===== src/rtl/dispatch_stage.sv =====
`default_nettype none
// +--------------------------------------------------------------------------+
// | Module      : dispatch_stage                                             |
// | Description : Registered rename/dispatch stage: resolves source operands |
// |               from regfile, ROB and CDB, allocates a ROB tag and holds   |
// |               one entry for RS / LS-queue with CDB wake-up while held.   |
// |               Optional DISPATCH_PERF_EN adds dispatch/stall counters.    |
// | Revision    : 1.0  initial release                                       |
// +--------------------------------------------------------------------------+
module dispatch_stage #(
  parameter int XLEN    = 32,
  parameter int ROB_W   = 4,
  parameter int TYPE_W  = 6,
  parameter int NUM_CDB = 2,
  parameter logic [TYPE_W-1:0] LS_LO = TYPE_W'(10),
  parameter logic [TYPE_W-1:0] LS_HI = TYPE_W'(17)
) (
  input  logic                     clk_in,
  input  logic                     rst_in,
  input  logic                     rdy_in,
  input  logic                     flush_in,
  input  logic                     dec_valid_in,
  output logic                     dec_ready_out,
  input  logic [TYPE_W-1:0]        dec_type_in,
  input  logic [4:0]               dec_rs1_in,
  input  logic [4:0]               dec_rs2_in,
  input  logic [4:0]               dec_rd_in,
  input  logic [XLEN-1:0]          dec_imm_in,
  input  logic [XLEN-1:0]          dec_pc_in,
  output logic [4:0]               reg_rs1_out,
  output logic [4:0]               reg_rs2_out,
  input  logic [XLEN-1:0]          reg_rs1_data_in,
  input  logic                     reg_rs1_busy_in,
  input  logic [ROB_W-1:0]         reg_rs1_tag_in,
  input  logic [XLEN-1:0]          reg_rs2_data_in,
  input  logic                     reg_rs2_busy_in,
  input  logic [ROB_W-1:0]         reg_rs2_tag_in,
  input  logic                     rob_alloc_ready_in,
  input  logic [ROB_W-1:0]         rob_alloc_tag_in,
  output logic                     rob_alloc_valid_out,
  output logic [ROB_W-1:0]         rob_rs1_tag_out,
  output logic [ROB_W-1:0]         rob_rs2_tag_out,
  input  logic                     rob_rs1_rdy_in,
  input  logic [XLEN-1:0]          rob_rs1_data_in,
  input  logic                     rob_rs2_rdy_in,
  input  logic [XLEN-1:0]          rob_rs2_data_in,
  output logic                     rename_we_out,
  output logic [4:0]               rename_rd_out,
  output logic [ROB_W-1:0]         rename_tag_out,
  input  logic [NUM_CDB-1:0]       cdb_valid_in,
  input  logic [NUM_CDB*ROB_W-1:0] cdb_tag_in,
  input  logic [NUM_CDB*XLEN-1:0]  cdb_data_in,
  output logic                     iss_valid_out,
  output logic                     iss_to_lsq_out,
  input  logic                     rs_ready_in,
  input  logic                     lsq_ready_in,
  output logic [XLEN-1:0]          iss_vj_out,
  output logic [XLEN-1:0]          iss_vk_out,
  output logic [ROB_W-1:0]         iss_qj_out,
  output logic [ROB_W-1:0]         iss_qk_out,
  output logic                     iss_qj_busy_out,
  output logic                     iss_qk_busy_out,
  output logic [TYPE_W-1:0]        iss_type_out,
  output logic [XLEN-1:0]          iss_imm_out,
  output logic [XLEN-1:0]          iss_pc_out,
  output logic [ROB_W-1:0]         iss_dest_out
`ifdef DISPATCH_PERF_EN
  ,
  output logic [31:0]              perf_disp_out,
  output logic [31:0]              perf_stall_out
`endif
);

  localparam int c_OP_W = XLEN + ROB_W + 1;

  logic                r_valid, r_to_lsq, r_qj_busy, r_qk_busy;
  logic [TYPE_W-1:0]   r_type;
  logic [XLEN-1:0]     r_imm, r_pc, r_vj, r_vk;
  logic [ROB_W-1:0]    r_dest, r_qj, r_qk;

  logic                w_drain, w_accept, w_is_ls;
  logic [XLEN-1:0]     w_cdb_data [NUM_CDB];
  logic [ROB_W-1:0]    w_cdb_tag  [NUM_CDB];
  logic [c_OP_W-1:0]   w_op1, w_op2;
  logic [XLEN:0]       w_wk_j, w_wk_k;

  for (genvar i = 0; i < NUM_CDB; i++) begin : g_cdb
    assign w_cdb_tag[i]  = cdb_tag_in[i*ROB_W +: ROB_W];
    assign w_cdb_data[i] = cdb_data_in[i*XLEN +: XLEN];
  end

  // Returns {hit, data}; walking down from the top lets the lowest channel win.
  function automatic logic [XLEN:0] cdb_lookup(input logic [ROB_W-1:0] tag);
    logic [XLEN:0] res;
    res = '0;
    for (int i = NUM_CDB - 1; i >= 0; i--) begin
      if (cdb_valid_in[i] && (w_cdb_tag[i] == tag)) res = {1'b1, w_cdb_data[i]};
    end
    return res;
  endfunction

  // Returns {pending, tag, value}.
  function automatic logic [c_OP_W-1:0] resolve(
    input logic [4:0]       rs,
    input logic             busy,
    input logic [ROB_W-1:0] tag,
    input logic [XLEN-1:0]  rf_data,
    input logic             rob_rdy,
    input logic [XLEN-1:0]  rob_data
  );
    logic [XLEN:0] hit;
    hit = cdb_lookup(tag);
    if (rs == 5'd0)       return '0;
    else if (!busy)       return {1'b0, {ROB_W{1'b0}}, rf_data};
    else if (rob_rdy)     return {1'b0, {ROB_W{1'b0}}, rob_data};
    else if (hit[XLEN])   return {1'b0, {ROB_W{1'b0}}, hit[XLEN-1:0]};
    else                  return {1'b1, tag, {XLEN{1'b0}}};
  endfunction

  assign w_drain    = r_valid & (r_to_lsq ? lsq_ready_in : rs_ready_in);
  assign dec_ready_out = rdy_in & ~flush_in & rob_alloc_ready_in & (~r_valid | w_drain);
  assign w_accept   = dec_valid_in & dec_ready_out;
  assign w_is_ls    = (dec_type_in >= LS_LO) && (dec_type_in <= LS_HI);

  assign rob_alloc_valid_out = w_accept;
  assign rename_we_out       = w_accept & (dec_rd_in != 5'd0);
  assign rename_rd_out       = dec_rd_in;
  assign rename_tag_out      = rob_alloc_tag_in;
  assign reg_rs1_out         = dec_rs1_in;
  assign reg_rs2_out         = dec_rs2_in;
  assign rob_rs1_tag_out     = reg_rs1_tag_in;
  assign rob_rs2_tag_out     = reg_rs2_tag_in;

  assign w_op1  = resolve(dec_rs1_in, reg_rs1_busy_in, reg_rs1_tag_in, reg_rs1_data_in,
                          rob_rs1_rdy_in, rob_rs1_data_in);
  assign w_op2  = resolve(dec_rs2_in, reg_rs2_busy_in, reg_rs2_tag_in, reg_rs2_data_in,
                          rob_rs2_rdy_in, rob_rs2_data_in);
  assign w_wk_j = cdb_lookup(r_qj);
  assign w_wk_k = cdb_lookup(r_qk);

  always_ff @(posedge clk_in or posedge rst_in) begin
    if (rst_in) begin
      r_valid   <= 1'b0;
      r_to_lsq  <= 1'b0;
      r_type    <= '0;
      r_imm     <= '0;
      r_pc      <= '0;
      r_dest    <= '0;
      r_vj      <= '0;
      r_vk      <= '0;
      r_qj      <= '0;
      r_qk      <= '0;
      r_qj_busy <= 1'b0;
      r_qk_busy <= 1'b0;
    end else if (rdy_in) begin
      if (flush_in) begin
        r_valid <= 1'b0;
      end else if (w_accept) begin
        r_valid   <= 1'b1;
        r_to_lsq  <= w_is_ls;
        r_type    <= dec_type_in;
        r_imm     <= dec_imm_in;
        r_pc      <= dec_pc_in;
        r_dest    <= rob_alloc_tag_in;
        r_vj      <= w_op1[XLEN-1:0];
        r_qj      <= w_op1[XLEN +: ROB_W];
        r_qj_busy <= w_op1[c_OP_W-1];
        r_vk      <= w_op2[XLEN-1:0];
        r_qk      <= w_op2[XLEN +: ROB_W];
        r_qk_busy <= w_op2[c_OP_W-1];
      end else if (w_drain) begin
        r_valid <= 1'b0;
      end else if (r_valid) begin
        // A draining entry skips wake-up: the receiving queue snoops that CDB itself.
        if (r_qj_busy && w_wk_j[XLEN]) begin
          r_vj      <= w_wk_j[XLEN-1:0];
          r_qj_busy <= 1'b0;
        end
        if (r_qk_busy && w_wk_k[XLEN]) begin
          r_vk      <= w_wk_k[XLEN-1:0];
          r_qk_busy <= 1'b0;
        end
      end
    end
  end

  assign iss_valid_out   = r_valid;
  assign iss_to_lsq_out  = r_to_lsq;
  assign iss_type_out    = r_type;
  assign iss_imm_out     = r_imm;
  assign iss_pc_out      = r_pc;
  assign iss_dest_out    = r_dest;
  assign iss_vj_out      = r_vj;
  assign iss_vk_out      = r_vk;
  assign iss_qj_out      = r_qj;
  assign iss_qk_out      = r_qk;
  assign iss_qj_busy_out = r_qj_busy;
  assign iss_qk_busy_out = r_qk_busy;

`ifdef DISPATCH_PERF_EN
  logic [31:0] r_perf_disp, r_perf_stall;

  always_ff @(posedge clk_in or posedge rst_in) begin
    if (rst_in) begin
      r_perf_disp  <= '0;
      r_perf_stall <= '0;
    end else if (rdy_in) begin
      if (w_accept)                        r_perf_disp  <= r_perf_disp + 32'd1;
      if (dec_valid_in && !dec_ready_out)  r_perf_stall <= r_perf_stall + 32'd1;
    end
  end

  assign perf_disp_out  = r_perf_disp;
  assign perf_stall_out = r_perf_stall;
`endif

endmodule
`default_nettype wire


===== config.mk =====
export PLATFORM = sky130hd
export DESIGN_NAME = dispatch_stage
export DESIGN_NICKNAME = d
export VERILOG_FILES = /design/src/rtl/dispatch_stage.sv
export SDC_FILE = /design/constraint.sdc
export NUM_CORES = 1
export LEC_CHECK = 0
export ABC_AREA = 1
export CELL_PAD_IN_SITES_DETAIL_PLACEMENT = 1
export CELL_PAD_IN_SITES_GLOBAL_PLACEMENT = 1
export CORE_ASPECT_RATIO = 2
export CORE_MARGIN = 2
export CORE_UTILIZATION = 25
export CTS_CLUSTER_SIZE = 25
export DETAILED_ROUTE_END_ITERATION = 12
export GPL_TIMING_DRIVEN = 0
export PLACE_DENSITY_LB_ADDON = 0.12
export SETUP_SLACK_MARGIN = 0.4
export SKIP_LAST_GASP = 1
export SLEW_MARGIN = 20
export SYNTH_ARGS = -nofsm -noshare
export SYNTH_HDL_FRONTEND = slang
export SYNTH_SLANG_ARGS = --single-unit

===== constraint.sdc =====
create_clock -name clk_in -period 9.01 [get_ports clk_in]
set_clock_uncertainty 0.05 [all_clocks]
set_input_delay 1.802 -clock clk_in [delete_from_list [all_inputs] [get_ports clk_in]]
set_output_delay 1.802 -clock clk_in [all_outputs]
set_load 0.005 [all_outputs]

==> reports/metrics.csv, run 1 <==
metric,value,unit
rsz0062_at_grt,no,
tns,0,ns
path_class,input port to primary output,
cts_setup_buffers,0,
max_slew_margin,24.95,%
cp.required,7.16,ns
finalSetupViolations,0,
max_cap_violations,0,
vias,13920,
synth_top_area_cell,dfrtp_1,
synth_area_leaders,"dfrtp_1 34%, nor2_1 16%, nand2_1 16%, nand4_1 7.1%, a21oi_1 6.0%",
root_buffer,clkbuf_16,
critPathArrivalTime,4.23,ns
hpwl,50630,µm
synthCells,1803,
nFillCells,5591,
cts-htree-levels,4,
p_leak,8.001,nW
tightest_slew,1.118,ns
path_max_fanout,10,
finalHoldViolCount,0,
grt_usage,26.12,%
synth_top_family_by_area,simple AND/OR/NAND/NOR gates,
synthAdderAreaFrac,0,%
die_y,300.4,µm
grtUsageMet2,52.77,%
yosys.cell_count.top_type,nor2_1,
placementRows,108,
grt_busiest_layer,met2,
dpl_worst_slack,2.866,ns
routed_wl,61030,µm
yosysUniqueCellTypes,30,
cts_tree,yes,
netlist_top_cells_count,"474 x nor2_1, 467 x nand2_1, 150 x dfrtp_1",
finish.instance_area,17150,µm²
yosys.area_share.simple,43.59,%
drc,0,
avgSynthCellArea,6.089,µm²
synth_top_area_share,34.19,%
die_area,45710,µm²
drt_pre_antenna_iters,5,
period_share,67.45,%
outcome,"complete, no violations",
fmaxAchievable,164.5,MHz
synth_seq_cells,150,
drv_slew,0,
synth_warnings,0,
drt_iter0_drc,493,
gp_congestion,0.9081,
synth_flop_cell,dfrtp_1,
cellPowerDensity,165.3,nW/µm²
vdd_drop_max,152.4,µV
hp-class,flip-flop to flip-flop,
met3_usage,6.549,%
cts_buffers,17,
antenna_found_initial,5,
synth_nets,2114,
io_buffers,484,
die_x,152.2,µm
cts_buffer_depth,2,
synth-edff-count,0,
cts.sinks,150,
fin_ws,2.933,ns
start_util,25.31,%
grt_overflow,0,
synth_mux_area_share,0,%
core_area,43380,µm²
ios,491,
avgRoutedWirePerCell,21.23,µm
synth_xor_area_share,0.6952,%
areaGrowthSynthToFinish,56.24,%
viasPerCell,4.842,
async_reset_ff_share,100.0,%
grt_start_max_net_pins,91,
path_clk_slew,0.07,ns
grt_pass1_wl,90690,µm
seq_area_frac_synth,34.19,%
synth_area,10980,µm²
synth_compound_area_share,10.62,%
clkLatencyLatePin,0.45,ns
cts_hold_buffers,0,
startpoint_type,input port,
grt_pass1_vias,15360,
final_nets,2618,
drive_gt1_share,6.638,%
min_period,6.077,ns
grtUsageMet1,24.08,%
stdcell_count,2874,
dp.cells,2838,
crit_path_end_kind,primary output,
ctsResizeCount,0,
detail-route-antenna-nets,0,
placed_area,16550,µm²
## state kept, by name, indices dropped and copies added (netlist names)
name             count
iss_imm_out         32
iss_vj_out          32
iss_pc_out          32
iss_vk_out          32
iss_to_lsq_out       1
iss_qk_out           4
iss_qk_busy_out      1
iss_type_out         6
iss_valid_out        1
iss_qj_busy_out      1
iss_qj_out           4
iss_dest_out         4
## path summary, 6_finish.rpt
check / from / end / slack, ns / cells past startpoint
max: flush_in / rename_we_out / 2.93 / 11
min: iss_pc_out[22] / iss_pc_out[22] / 0.42 / 2
max reg2reg: iss_qj_out[3] / iss_vj_out[5] / 6.56 / 10
min reg2reg: iss_pc_out[22] / iss_pc_out[22] / 0.42 / 2
max in group asynchronous: rst_in / iss_vj_out[9] / 6.29 / 3
min in group asynchronous: rst_in / iss_pc_out[10] / 1.73 / 2
## power breakdown
group          switching (mW)  total, mW  internal (mW)  leakage (nW)
Sequential              0.116      0.967          0.851          1.84
Combinational           0.510       1.10          0.588          5.87
Clock                   0.369      0.771          0.402         0.291
Total                   0.994       2.84           1.84          8.00
## cell type report
type	instances	area [µm²]	share of cell area (%)
Clock inverter	14	157.7	0.9190
Inverter	108	412.9	2.407
Multi-Input combinational cell	1385	6028	35.14
Buffer	160	792.0	4.617
Tap cell	550	688.2	4.012
Sequential cell	150	3754	21.88
Clock buffer	18	439.2	2.560
Antenna cell	4	10.01	0.05835
Timing Repair Buffer	485	4872	28.40
## stage by stage
step                      utilization [%]  total power [mW]  hold slack (ns)
after floorplan                         -             1.349           0.4154
after global placement              38.07             2.061           0.4022
after detailed placement            38.15             2.084           0.4107
after CTS                           39.52             2.877           0.4251
after global routing                39.55             3.003           0.4467
final                               39.55             2.835           0.4226
## worst max-delay path, cell delays in order
cell	delay, ns
clkdlybuf4s50_1	0.51
inv_1	0.05
and3_1	0.14
nand2_1	0.12
nor2_4	0.07
inv_2	0.05
buf_2	0.28
buf_2	0.33
buf_2	0.32
a21oi_1	0.08
clkdlybuf4s50_1	0.46
## layer usage
metal,up-vias,part of all wire (%)
li1,6769,-
met1,6570,34
met2,473,56
met3,102,5.9
met4,2,4.2
met5,-,0.016
## placed cells by master (no fill, tap or decap), types with 17 or more instances in the layout
| master | netlist | layout |
|---|---|---|
| inv_1 | 97 | 96 |
| clkdlybuf4s50_1 | 0 | 484 |
| buf_4 | 27 | 27 |
| nor2_1 | 474 | 474 |
| clkbuf_16 | 0 | 17 |
| buf_2 | 64 | 64 |
| o21ai_0 | 74 | 74 |
| a21oi_1 | 131 | 131 |
| nand4_1 | 125 | 125 |
| nand3_1 | 69 | 69 |
| clkbuf_1 | 65 | 65 |
| dfrtp_1 | 150 | 150 |
| nand2_1 | 467 | 467 |
## cells by family after synthesis
logic type | after synthesis
flops | 150
simple gates | 1153
compound gates | 225
xor+xnor | 7
buf+inv | 268
Note: power is estimated with default switching activity, not from simulation.
==> inputs of run 2 (changes only) <==
==> constraint.sdc (replaced) <==
create_clock -name clk_in -period 6.2 [get_ports clk_in]
set_clock_uncertainty 0.05 [all_clocks]
set_input_delay 1.24 -clock clk_in [delete_from_list [all_inputs] [get_ports clk_in]]
set_output_delay 1.24 -clock clk_in [all_outputs]
set_load 0.005 [all_outputs]
==> results of run 2 <==
The final DEF is identical to that of run 1. Status: complete, no violations.
Among the figures that moved: setup slack after placement 2.866 ns -> 1.180 ns; setup slack after layout 2.933 ns -> 1.247 ns; register-to-register setup slack 6.56 ns -> 3.75 ns; total power 2.835 mW -> 4.120 mW; worst IR drop on VDD 152.4 µV -> 221.4 µV
